--- config.mk ---
export PLATFORM = sky130hd
export DESIGN_NAME = mem_port_arbiter
export DESIGN_NICKNAME = d
export VERILOG_FILES = /design/src/rtl/cpu_pkg.sv /design/src/rtl/mem_array_16x8.sv /design/src/rtl/mem_port_arbiter.sv
export SDC_FILE = /design/constraint.sdc
export NUM_CORES = 1
export LEC_CHECK = 0
export BUFFER_PORTS_ARGS = -buffer_cell sky130_fd_sc_hd__buf_2
export CAP_MARGIN = 20
export CORE_MARGIN = 5
export CORE_UTILIZATION = 30
export DETAILED_ROUTE_END_ITERATION = 12
export PLACE_DENSITY = 0.49
export SETUP_SLACK_MARGIN = 0.02
export SKIP_CTS_REPAIR_TIMING = 1
export SLEW_MARGIN = 0
export SYNTH_ARGS = -nofsm -noshare
export SYNTH_HDL_FRONTEND = slang
export SYNTH_SLANG_ARGS = --single-unit
--- constraint.sdc ---
create_clock -name clk -period 2.2 [get_ports clk]
set_input_delay 0.44 -clock clk [delete_from_list [all_inputs] [get_ports clk]]
set_output_delay 0.44 -clock clk [all_outputs]
set_load 0.005 [all_outputs]
--- src/rtl/cpu_pkg.sv ---
// Shared CPU-side definitions: memory geometry, arbiter state encoding and
// requester port indices.
package cpu_pkg;

    localparam int ADDR_W = 4;
    localparam int DATA_W = 8;
    localparam int DEPTH  = 1 << ADDR_W;

    typedef enum logic [1:0] {
        ARB_IDLE = 2'd0,
        ARB_OWN0 = 2'd1,
        ARB_OWN1 = 2'd2
    } arb_state_e;

    localparam logic PORT_CORE = 1'b0;
    localparam logic PORT_LOAD = 1'b1;

endpackage

--- src/rtl/mem_array_16x8.sv ---
// Unified program/data storage: one access per cycle, synchronous write,
// registered read that holds its value between reads, async clear.
module mem_array_16x8 #(
    parameter int ADDR_W = cpu_pkg::ADDR_W,
    parameter int DATA_W = cpu_pkg::DATA_W,
    parameter int DEPTH  = cpu_pkg::DEPTH
) (
    input  logic              clk,
    input  logic              rst_n,
    input  logic              en_i,
    input  logic              we_i,
    input  logic [ADDR_W-1:0] addr_i,
    input  logic [DATA_W-1:0] wdata_i,
    output logic [DATA_W-1:0] rdata_o
);

    logic [DATA_W-1:0] mem_q [DEPTH];
    logic [DATA_W-1:0] rdata_q;

    always_ff @(posedge clk or negedge rst_n) begin
        if (!rst_n) begin
            for (int i = 0; i < DEPTH; i++) begin
                mem_q[i] <= '0;
            end
            rdata_q <= '0;
        end else if (en_i) begin
            if (we_i) begin
                mem_q[addr_i] <= wdata_i;
            end else begin
                rdata_q <= mem_q[addr_i];
            end
        end
    end

    assign rdata_o = rdata_q;

endmodule

--- src/rtl/mem_port_arbiter.sv ---
// Two-port round-robin arbiter in front of the unified memory, with a bounded
// ownership lock so core read-modify-write sequences are not interleaved.
module mem_port_arbiter #(
    parameter int ADDR_W   = cpu_pkg::ADDR_W,
    parameter int DATA_W   = cpu_pkg::DATA_W,
    parameter int DEPTH    = cpu_pkg::DEPTH,
    parameter int MAX_LOCK = 4
) (
    input  logic              clk,
    input  logic              rst_n,
    input  logic              req0,
    input  logic              we0,
    input  logic              lock0,
    input  logic [ADDR_W-1:0] addr0,
    input  logic [DATA_W-1:0] wdata0,
    output logic              gnt0,
    output logic              rvalid0,
    output logic [DATA_W-1:0] rdata0,
    input  logic              req1,
    input  logic              we1,
    input  logic              lock1,
    input  logic [ADDR_W-1:0] addr1,
    input  logic [DATA_W-1:0] wdata1,
    output logic              gnt1,
    output logic              rvalid1,
    output logic [DATA_W-1:0] rdata1,
    output logic              lock_err,
    output logic              busy
);

    import cpu_pkg::arb_state_e;
    import cpu_pkg::ARB_IDLE;
    import cpu_pkg::ARB_OWN0;
    import cpu_pkg::ARB_OWN1;
    import cpu_pkg::PORT_CORE;
    import cpu_pkg::PORT_LOAD;

    localparam int CNT_W = $clog2(MAX_LOCK + 1);

    arb_state_e        state_q, state_d;
    logic              rr_last_q, rr_last_d;
    logic [CNT_W-1:0]  lock_cnt_q, lock_cnt_d;
    logic              rvalid0_q, rvalid1_q;
    logic [DATA_W-1:0] rdata0_hold_q, rdata1_hold_q;

    logic              gnt0_raw, gnt1_raw;
    logic              lock_expired;
    logic              mem_en, mem_we;
    logic [ADDR_W-1:0] mem_addr;
    logic [DATA_W-1:0] mem_wdata, mem_rdata;

    // In IDLE a tie goes to the port that did not win last; an owner excludes the other port.
    always_comb begin
        gnt0_raw = 1'b0;
        gnt1_raw = 1'b0;
        unique case (state_q)
            ARB_IDLE: begin
                if (req0 && req1) begin
                    if (rr_last_q == PORT_LOAD) begin
                        gnt0_raw = 1'b1;
                    end else begin
                        gnt1_raw = 1'b1;
                    end
                end else begin
                    gnt0_raw = req0;
                    gnt1_raw = req1;
                end
            end
            ARB_OWN0: gnt0_raw = req0;
            ARB_OWN1: gnt1_raw = req1;
            default:  ;
        endcase
    end

    // Grants are masked while reset is held so nothing appears to be accepted.
    assign gnt0 = gnt0_raw & rst_n;
    assign gnt1 = gnt1_raw & rst_n;

    assign lock_expired = (state_q != ARB_IDLE) && (lock_cnt_q == CNT_W'(MAX_LOCK));
    assign lock_err     = lock_expired;
    assign busy         = (state_q != ARB_IDLE);

    always_comb begin
        state_d    = state_q;
        rr_last_d  = rr_last_q;
        lock_cnt_d = lock_cnt_q;
        unique case (state_q)
            ARB_IDLE: begin
                if (gnt0) begin
                    rr_last_d = PORT_CORE;
                    if (lock0) begin
                        state_d    = ARB_OWN0;
                        lock_cnt_d = CNT_W'(1);
                    end
                end else if (gnt1) begin
                    rr_last_d = PORT_LOAD;
                    if (lock1) begin
                        state_d    = ARB_OWN1;
                        lock_cnt_d = CNT_W'(1);
                    end
                end
            end
            ARB_OWN0: begin
                if (lock_expired || (gnt0 && !lock0)) begin
                    state_d    = ARB_IDLE;
                    rr_last_d  = PORT_CORE;
                    lock_cnt_d = '0;
                end else begin
                    lock_cnt_d = lock_cnt_q + CNT_W'(1);
                end
            end
            ARB_OWN1: begin
                if (lock_expired || (gnt1 && !lock1)) begin
                    state_d    = ARB_IDLE;
                    rr_last_d  = PORT_LOAD;
                    lock_cnt_d = '0;
                end else begin
                    lock_cnt_d = lock_cnt_q + CNT_W'(1);
                end
            end
            default: begin
                state_d    = ARB_IDLE;
                lock_cnt_d = '0;
            end
        endcase
    end

    always_ff @(posedge clk or negedge rst_n) begin
        if (!rst_n) begin
            state_q    <= ARB_IDLE;
            rr_last_q  <= PORT_LOAD;
            lock_cnt_q <= '0;
        end else begin
            state_q    <= state_d;
            rr_last_q  <= rr_last_d;
            lock_cnt_q <= lock_cnt_d;
        end
    end

    assign mem_en    = gnt0 | gnt1;
    assign mem_we    = gnt0 ? we0    : we1;
    assign mem_addr  = gnt0 ? addr0  : addr1;
    assign mem_wdata = gnt0 ? wdata0 : wdata1;

    mem_array_16x8 #(
        .ADDR_W (ADDR_W),
        .DATA_W (DATA_W),
        .DEPTH  (DEPTH)
    ) u_mem (
        .clk     (clk),
        .rst_n   (rst_n),
        .en_i    (mem_en),
        .we_i    (mem_we),
        .addr_i  (mem_addr),
        .wdata_i (mem_wdata),
        .rdata_o (mem_rdata)
    );

    // The array's read register is shared, so each port latches its own copy
    // on its rvalid cycle to keep rdata stable until its next read.
    always_ff @(posedge clk or negedge rst_n) begin
        if (!rst_n) begin
            rvalid0_q     <= 1'b0;
            rvalid1_q     <= 1'b0;
            rdata0_hold_q <= '0;
            rdata1_hold_q <= '0;
        end else begin
            rvalid0_q <= gnt0 & ~we0;
            rvalid1_q <= gnt1 & ~we1;
            if (rvalid0_q) begin
                rdata0_hold_q <= mem_rdata;
            end
            if (rvalid1_q) begin
                rdata1_hold_q <= mem_rdata;
            end
        end
    end

    assign rvalid0 = rvalid0_q;
    assign rvalid1 = rvalid1_q;
    assign rdata0  = rvalid0_q ? mem_rdata : rdata0_hold_q;
    assign rdata1  = rvalid1_q ? mem_rdata : rdata1_hold_q;

endmodule

==> results of run 1 <==
==> layer usage <==
layer / part of all wire [%] / vias up / track usage, %
met5: 0 / - / 0
met4: 2.3 / 0 / 5.405
met3: 6.1 / 31 / 4.869
met2: 46 / 188 / 22.65
met1: 46 / 2971 / 20.67
li1: - / 2592 / -
==> worst paths after layout <==
kind	start	endpoint	cells after the start
setup / recovery	state_q[1]$_DFFE_PN0P_	u_mem.rdata_o[3]$_DFFE_PN0P_	12
setup reg to reg	state_q[1]$_DFFE_PN0P_	u_mem.rdata_o[3]$_DFFE_PN0P_	12
hold / removal	rst_n	rvalid1$_DFF_PN0_	2
hold reg to reg	rdata0_hold_q[6]$_DFF_PN0_	rdata0_hold_q[6]$_DFF_PN0_	1
min in group clk	we0	rvalid0$_DFF_PN0_	2
max in group asynchronous	rst_n	u_mem.mem_q[66]$_DFFE_PN0P_	3
==> stage by stage <==
step | util [%] | setup TNS (ns) | total power [mW] | std cells
floorplan | - | 0 | 7.353 | 627
global placement | 35.73 | -19.69 | 8.997 | 1064
detailed placement | 35.73 | -24.98 | 9.124 | 1064
CTS | 37.97 | -27.67 | 12.13 | 1096
global route | 40.68 | -35.81 | 13.59 | 1112
finish | 40.68 | -21.59 | 12.93 | 1112
==> critical path, cell delays in order (launching register included) <==
cell      delay (ns)
dfrtp_1         0.39
inv_2           0.12
ha_2            0.25
nor3b_1         0.08
o21ai_2         0.06
buf_4           0.13
o211ai_4        0.14
buf_12          0.18
buf_6           0.13
a22oi_1         0.28
a31oi_1         0.21
nor4_1          0.30
a21oi_1         0.10
==> final cells by class <==
type	instances	area, um2	share of cell area, %
clock inverters	12	135.1	1.275
repair buffers	156	1464	13.81
multi-input cells	420	4093	38.61
clock buffers	20	446.7	4.213
well taps	335	419.2	3.954
flip-flops and latches	160	4005	37.78
inverters	9	38.79	0.3659
==> sequential cells by signal, indices dropped and copies added, names as in the netlist <==
register / flops
u_mem.mem_q: 128
rdata1_hold_q: 8
state_q: 2
rvalid0: 1
rdata0_hold_q: 8
rr_last_q: 1
rvalid1: 1
lock_cnt_q: 3
u_mem.rdata_o: 8
==> Yosys cell counts (2+ instances only) <==
library cell,n
a31o_2,2
mux2_4,41
nand2b_1,2
nor2b_4,2
mux2i_1,2
nand3_4,11
inv_1,8
a21oi_1,16
a22oi_1,32
and3_1,2
nand2_8,4
nand2_1,36
o21ai_0,70
clkbuf_1,16
mux2_2,96
nor2_1,15
or3_1,2
ha_1,7
o21ai_1,2
nor4_1,8
nor3b_1,2
buf_6,7
mux2_1,9
buf_2,11
a31oi_1,34
nand3b_1,2
nor2b_1,3
dfrtp_1,159
==> where the power goes <==
part | total, mW | internal [mW] | leakage (nW) | switching [mW]
registers | 5.05 | 4.22 | 2.10 | 0.829
logic | 4.93 | 2.80 | 2.55 | 2.14
clock network | 2.94 | 1.71 | 0.278 | 1.23
total | 12.9 | 8.73 | 4.93 | 4.20
==> logic make-up (layout without fill, tap and decap cells) <==
| group | count (synthesis) | after routing | share of synthesized area (%) |
|---|---|---|---|
| adder cells (fa/ha/maj) | 7 | 7 | 1.102 |
| AND/OR/NAND/NOR | 97 | 97 | 8.926 |
| AO/OA/AOI/OAI | 168 | 168 | 13.33 |
| flip-flops | 160 | 160 | 50.39 |
| buffers and inverters | 47 | 197 | 3.369 |
| multiplexers | 148 | 148 | 22.87 |
==> flow_summary_export.csv, run 1 <==
group,metric,value,unit
routing,ant_nets,0,
floorplan,die-area,0.02985,mm2
placement,hpwl,15880,um
timing,whs,0.009481,ns
worst_setup_path,cp-start-kind,"flop",
worst_setup_path,r2r_setup_slack,-0.29,ns
cts,cts.path.max_buffers,2,
routing,vias,5782,
timing,grt_setup_unrepaired,"true",
floorplan,ioPinCount,54,
cells_and_area,final_cell_mix,"159 x dfrtp_1, 86 x mux2_4, 61 x o21ai_0",
timing,tightest_slew,0.3783,ns
synthesis,syn_nets,666,
cells_and_area,nFillCells,2435,
cells_and_area,layout_commonest_cell,"dfrtp_1",
synthesis,synth_warnings,0,
synthesis,synth_cells,627,
cts,clkSinkCount,160,
timing,hold_viol_final,0,
cts,numCtsBuffers,17,
power,vdd_drop_max,0.0006148,V
timing,setup_viol,139,
synthesis,syn_area,0.007948,mm2
floorplan,rows,59,
routing,wl,23660,um
synthesis,synth-edff-count,0,
synthesis,synth_top_cell_area_share,50.06,%
worst_setup_path,worstSetupPathType,"reg -> reg",
min_path,hp-class,"in -> async",
routing,drt_iter0_drc,340,
synthesis,synth_area_leaders,"dfrtp_1 50%, mux2_2 14%, mux2_4 7.7%, o21ai_0 4.4%, a22oi_1 3.0%",
worst_setup_path,crit_path_end_kind,"flop",
global_route,grt_overflow_total,0,
timing,fmax,402.3,MHz
run,cap_viol_max_count,0,
cells_and_area,nets,803,
cts,cts_tree,"yes",
timing,post-route-min-period,2.486,ns
worst_setup_path,cp_max_fo,5,
timing,finalCritPeriodShare,113.0,%
power,leakage,4.930,nW
cells_and_area,layout-drive-gt1-share,51.48,%
run_status,violations,"negative setup slack",
power,power.density,1219,mW/mm2
routing,drt_first_pass_iters,5,
worst_setup_path,required,2.50,ns
global_route,first_global_vias,5926,
cts,insertion_delay,0.43,ns
global_route,grt_max_degree,84,
synthesis,syn_avg_cell_area,12.68,um2
timing,fin_ws,-0.2858,ns
placement,gp_congestion,0.8267,
placement,place_area,0.009311,mm2
synthesis,ys_seq_area_share,50.39,%
placement,port_buffers,53,
placement,pre_cts_slack,-0.5056,ns
floorplan,die_w,172.8,um
synthesis,synthArstFlopShare,100.0,%
cts,ctsRootBufferMaster,"clkbuf_16",
cells_and_area,fin_area,0.01060,mm2
floorplan,core,0.02606,mm2
cells_and_area,syn2layout_area_growth,33.39,%
cells_and_area,diodes,0,
global_route,grt_pass1_wl,35670,um
routing,viasPerCell,5.200,
routing,wl_per_cell,21.28,um
run_status,status,"finished with violations",
timing,slew_headroom,74.78,%
routing,drcViolationCount,0,
floorplan,initial_core_util,30.50,%
synthesis,ys_seq_elements,160,
synthesis,synth_largest_area_cell,"dfrtp_1",
global_route,antenna_found_initial,0,
timing,slew_violations,0,
worst_setup_path,arrival,2.79,ns
cts,clk_pin_slew,0.07,ns
synthesis,yosysUniqueCellTypes,54,
synthesis,ys.flop_type,"dfrtp_1",
global_route,grt_util_all_layers,15.14,%
timing,fin_worst_skew,0.009931,ns
cts,cts-htree-levels,4,
floorplan,die_y,172.8,um
(Power assumes the default switching activity.)
==> run 2: changes to the inputs <==
- CORE_UTILIZATION: 30 -> 45
- PLACE_DENSITY: 0.49 -> 0.67
==> run 2 against run 1 <==
Against the previous run: the run still ends with negative setup slack left; sequential share of layout area shrank 0.98 points; global-route usage grew 4.9 points; utilization up 22 points; via count is 5.8% higher; worst hold slack improved by 0.19 ns; non-clock buffer count decreased by 3; wire length down 0.88%; power up 3.5%; maximum frequency decreased by 0.66%; sequential cell count did not move; clock power about the same; combinational power grew 9.3%; critical endpoint is now u_mem.mem_q[87]$_DFFE_PN0P_.
==> flow_summary_export.csv, run 2 (synthesis gave the netlist of run 1 again) <==
group,metric,value,unit
cells_and_area,largest_register_ffs,128,
floorplan,rows,48,
timing,hold_viol_final,0,
floorplan,initial_core_util,45.95,%
global_route,first_global_vias,5804,
cells_and_area,nets,801,
timing,tns,-26.21,ns
routing,ant_nets,0,
cells_and_area,largest-register,"u_mem.mem_q",
floorplan,core,0.01730,mm2
global_route,grt_max_degree,83,
routing,drt_iter0_drc,439,
global_route,antenna_found_initial,0,
cells_and_area,fin_util,62.92,%
timing,post-route-min-period,2.502,ns
power,power.density,1229,mW/mm2
routing,vias,6120,
worst_setup_path,required,2.51,ns
floorplan,ioPinCount,54,
cells_and_area,diodes,0,
run_status,violations,"negative setup slack",
run_status,status,"finished with violations",
cts,clkSinkCount,160,
timing,slew_violations,0,
cts,cts.path.max_buffers,2,
run,cap_viol_max_count,0,
placement,gp_congestion,0.8996,
placement,place_inst,936,
worst_setup_path,crit_path_end_kind,"flop",
cells_and_area,layout_commonest_cell,"dfrtp_1",
timing,fin_worst_skew,0.009509,ns
cells_and_area,final_cell_mix,"159 x dfrtp_1, 81 x mux2_2, 65 x mux2_4",
power,vdd_drop_max,0.0005561,V
timing,grt_setup_unrepaired,"true",
global_route,grt_overflow_total,0,
floorplan,die-area,0.02042,mm2
placement,port_buffers,53,
timing,whs,0.2032,ns
power,leakage,4.913,nW
global_route,grt_util_all_layers,20.07,%
cells_and_area,layout-drive-gt1-share,58.32,%
cts,insertion_delay,0.43,ns
routing,drcViolationCount,0,
floorplan,die_w,142.9,um
min_path,hp-class,"in -> async",
routing,viasPerCell,6.120,
cts,numCtsBuffers,17,
cts,ctsRootBufferMaster,"clkbuf_16",
cells_and_area,fin_cells,1000,
floorplan,die_y,142.9,um
timing,fmax,399.6,MHz
timing,slew_headroom,43.11,%
worst_setup_path,cp_max_fo,8,
cts,clk_pin_slew,0.07,ns
routing,wl,23450,um
cts,cts_tree,"yes",
timing,tightest_slew,0.8533,ns
routing,wl_per_cell,23.45,um
placement,pre_cts_slack,-0.3926,ns
global_route,grt_pass1_wl,31780,um
placement,hpwl,13880,um
timing,fin_ws,-0.3024,ns
worst_setup_path,cp-start-kind,"flop",
timing,finalCritPeriodShare,113.7,%
worst_setup_path,arrival,2.81,ns
worst_setup_path,worstSetupPathType,"reg -> reg",
timing,setup_viol,140,
routing,drt_first_pass_iters,5,
cells_and_area,syn2layout_area_growth,36.93,%
cts,cts-htree-levels,4,
run 2: changes by cell type in the layout (fill, tap and decap cells not counted), sizes merged:
cell         previous run  this run
bufinv                  2         1
a21oi                  16        17
clkinv                  5         6
clkinvlp                3         1
dlygate4sd3             0         1
inv                    11        15
clkbuf                 23        24
buf                   153       146
run 2: routing by layer:
metal / wire, um / up-vias / track usage (%) / share of wire (%)
met3: 1826 / 57 / 4.320 / 7.8
met1: 9772 / 3180 / 27.61 / 42
met2: 11110 / 294 / 31.23 / 47
li1: - / 2589 / - / -
met4: 738 / 0 / 7.704 / 3.1
met5: 0 / - / 0 / 0
run 2: cell type report:
| class | count | area (um2) |
|---|---|---|
| Fill cell | 1241 | 6414 |
| Inverter | 9 | 41.29 |
| Clock inverter | 14 | 151.4 |
| Tap cell | 225 | 281.5 |
| Multi-Input combinational cell | 421 | 4496 |
| Clock buffer | 18 | 429.2 |
| Sequential cell | 160 | 4005 |
| Timing Repair Buffer | 153 | 1479 |
run 2: through the flow:
stage	area [um2]	total power, mW
after floorplan	7960	7.353
after global placement	9026	8.696
after detailed placement	9026	8.907
after CTS	9607	11.85
after global routing	10880	13.97
final	10880	13.37
run 2: path summary, 6_finish.rpt:
check | start | end | slack [ns] | cells past startpoint
worst max-delay path | state_q[1]$_DFFE_PN0P_ | u_mem.mem_q[87]$_DFFE_PN0P_ | -0.30 | 12
worst min-delay path | rst_n | rdata0_hold_q[1]$_DFF_PN0_ | 0.20 | 2
worst max register to register | state_q[1]$_DFFE_PN0P_ | u_mem.mem_q[87]$_DFFE_PN0P_ | -0.30 | 12
worst min register to register | rdata1_hold_q[3]$_DFF_PN0_ | rdata1_hold_q[3]$_DFF_PN0_ | 0.50 | 1
max in group asynchronous | rst_n | u_mem.mem_q[122]$_DFFE_PN0P_ | 0.88 | 5
min in group clk | we1 | rvalid1$_DFF_PN0_ | 0.24 | 2
run 2: worst max-delay path: stages (launching register included):
cell and delay, ns:
dfrtp_1 0.40, inv_2 0.13, ha_4 0.17, nand2_4 0.06
buf_6 0.11, o21bai_4 0.18, buf_6 0.15, a21oi_4 0.12
buf_4 0.18, or2_4 0.23, buf_6 0.13, nand3_4 0.16
mux2_2 0.37
run 2: power breakdown:
part / internal, mW / switching (mW)
logic: 2.96 / 2.43
registers: 4.22 / 0.826
clock network: 1.60 / 1.33
==> run 3: changes to the inputs <==
- GPL_TIMING_DRIVEN: not set -> 0
- clock period: 2.2 -> 2.16 ns (I/O delays scaled with it)
==> run 3 against run 2 <==
Against the previous run: the run ends with negative hold slack, negative setup slack left; cell count is 3.5% lower; sequential cell count stayed put; first-iteration DRC count is 17% higher; clock skew is 0.0015 ns higher; non-clock buffer count is 34 lower; critical endpoint is now u_mem.rdata_o[5]$_DFFE_PN0P_; clock power is 5% lower; setup slack worse by 0.085 ns; global-route usage is 0.90 points higher; worst hold slack worse by 0.21 ns; count of clock-buffer cells in the layout is 2 higher.
==> flow_summary_export.csv, run 3 (synthesis gave the netlist of run 1 again) <==
group,metric,value,unit
cells_and_area,fin_util,56.68,%
global_route,grt_overflow_total,0,
routing,drt_first_pass_iters,5,
cts,cts.path.max_buffers,2,
power,vdd_drop_max,0.0008605,V
cells_and_area,nFillCells,1411,
cells_and_area,layout_commonest_cell,"dfrtp_1",
power,power.density,1237,mW/mm2
timing,fin_worst_skew,0.01105,ns
cells_and_area,layout-drive-gt1-share,49.59,%
timing,fin_ws,-0.3876,ns
worst_setup_path,critPathMaxStageDelay,0.44,ns
timing,post-route-min-period,2.548,ns
cts,clkSinkCount,160,
placement,port_buffers,53,
worst_setup_path,arrival,2.84,ns
floorplan,die-area,0.02042,mm2
placement,place_area,0.008558,mm2
worst_setup_path,required,2.46,ns
routing,drcViolationCount,0,
floorplan,die_w,142.9,um
run_status,status,"finished with violations",
cells_and_area,final_cell_mix,"159 x dfrtp_1, 96 x mux2_2, 56 x buf_2, 56 x o21ai_0, 43 x mux2_4",
power,leakage,4.481,nW
routing,vias,5747,
floorplan,die_y,142.9,um
cts,insertion_delay,0.43,ns
cells_and_area,nets,766,
worst_setup_path,critPathSlowestCell,"nor4_2",
routing,wl_per_cell,22.18,um
floorplan,initial_core_util,45.95,%
timing,slew_headroom,63.45,%
worst_setup_path,worstSetupPathType,"reg -> reg",
cts,clk_pin_slew,0.06,ns
timing,slew_violations,0,
floorplan,rows,48,
timing,finalCritPeriodShare,117.9,%
run_status,violations,"negative hold slack, negative setup slack",
cts,cts-htree-levels,4,
cts,cts_tree,"yes",
worst_setup_path,cp-start-kind,"flop",
routing,wl,21400,um
power,total_power,12.13,mW
cts,numCtsBuffers,17,
timing,tightest_slew,0.5483,ns
worst_setup_path,cp_max_fo,10,
run,cap_viol_max_count,0,
cells_and_area,largest_register_ffs,128,
timing,whs,-0.01062,ns
timing,setup_viol,141,
timing,grt_setup_unrepaired,"true",
worst_setup_path,crit_path_end_kind,"flop",
global_route,antenna_found_initial,0,
timing,hold_viol_final,23,
routing,ant_nets,0,
floorplan,ioPinCount,54,
global_route,grt_util_all_layers,20.97,%
cts,ctsRootBufferMaster,"clkbuf_16",
cells_and_area,syn2layout_area_growth,23.35,%
routing,viasPerCell,5.955,
cells_and_area,largest-register,"u_mem.mem_q",
floorplan,core,0.01730,mm2
cells_and_area,diodes,0,
placement,hpwl,14340,um
placement,gp_congestion,0.8601,
timing,tns,-42.31,ns
global_route,grt_max_degree,108,
min_path,hp-class,"in -> async",
worst_setup_path,worstPathCellList,"inv_2 > ha_4 > nand2_4 > o21bai_4 > a21oi_2 > buf_2 > o21ai_0 > a31oi_1 > nor4_2 > a21oi_1",
global_route,grt_pass1_wl,32290,um
routing,drt_iter0_drc,515,
cells_and_area,fin_area,0.009803,mm2
timing,fmax,392.5,MHz
global_route,first_global_vias,5640,
[run 3: cell count changes in the layout (fill, tap and decap cells not counted), moves of 9 or more]
cell | previous run | this run
o21ai_0 | 40 | 56
o21ai_2 | 13 | 2
buf_12 | 18 | 6
clkbuf_4 | 0 | 9
mux2_2 | 81 | 96
buf_4 | 53 | 31
a31oi_1 | 8 | 20
a22oi_2 | 22 | 7
buf_6 | 18 | 8
mux2_4 | 65 | 43
a22oi_1 | 10 | 25
[run 3: metal layers]
layer / global-route usage (%) / part of all wire (%) / vias to the layer above
li1: - / - / 2526
met1: 28.47 / 42 / 2913
met2: 32.17 / 46 / 255
met3: 5.593 / 8.3 / 53
met4: 8.354 / 3.7 / 0
met5: 0 / 0 / -
[run 3: cell type report]
type | instances | area, um2 | area share (%)
flip-flops and latches | 160 | 4005 | 40.86
multi-input cells | 420 | 3998 | 40.78
repair buffers | 83 | 576.8 | 5.884
clock buffers | 20 | 446.7 | 4.556
plain buffers | 36 | 349.1 | 3.561
well taps | 225 | 281.5 | 2.872
clock inverters | 12 | 100.1 | 1.021
inverters | 9 | 46.29 | 0.4722
[run 3: final timing paths]
path / from / endpoint / slack, ns / depth (start not counted)
setup / recovery: state_q[0]$_DFFE_PN0P_ / u_mem.rdata_o[5]$_DFFE_PN0P_ / -0.39 / 10
hold / removal: rst_n / u_mem.mem_q[48]$_DFFE_PN0P_ / -0.01 / 2
setup reg to reg: state_q[0]$_DFFE_PN0P_ / u_mem.rdata_o[5]$_DFFE_PN0P_ / -0.39 / 10
hold reg to reg: u_mem.mem_q[127]$_DFFE_PN0P_ / u_mem.mem_q[127]$_DFFE_PN0P_ / 0.49 / 1
max in group asynchronous: rst_n / rr_last_q$_DFFE_PN1P_ / 1.59 / 2
min in group clk: we0 / rvalid0$_DFF_PN0_ / 0.19 / 2
[run 3: critical path: cells and delay by family, from the launching register on]
kind	cells	cell delay [ns]
DFF	1	0.41
buffers and inverters	2	0.37
adders and majority gates	1	0.18
and+or+nand+nor	2	0.52
AOI/OAI and AO/OA	5	0.93
[run 3: where the power goes]
group / switching, mW / internal, mW / total (mW)
logic: 2.05 / 2.26 / 4.31
clock network: 1.27 / 1.52 / 2.79
registers: 0.732 / 4.30 / 5.03
[run 3: through the flow]
| stage | cells | setup slack [ns] | hold slack [ns] |
|---|---|---|---|
| 3_5_place_dp | 906 | -1.222 | 0.4278 |
| 2_1_floorplan | 627 | 0.006964 | 0.1364 |
| 6_report | 965 | -0.3876 | -0.01062 |
| 5_1_grt | 965 | -0.4810 | 0.01462 |
| 3_3_place_gp | 905 | -3.996 | 0.4708 |
| 4_1_cts | 938 | -0.9459 | -0.01923 |
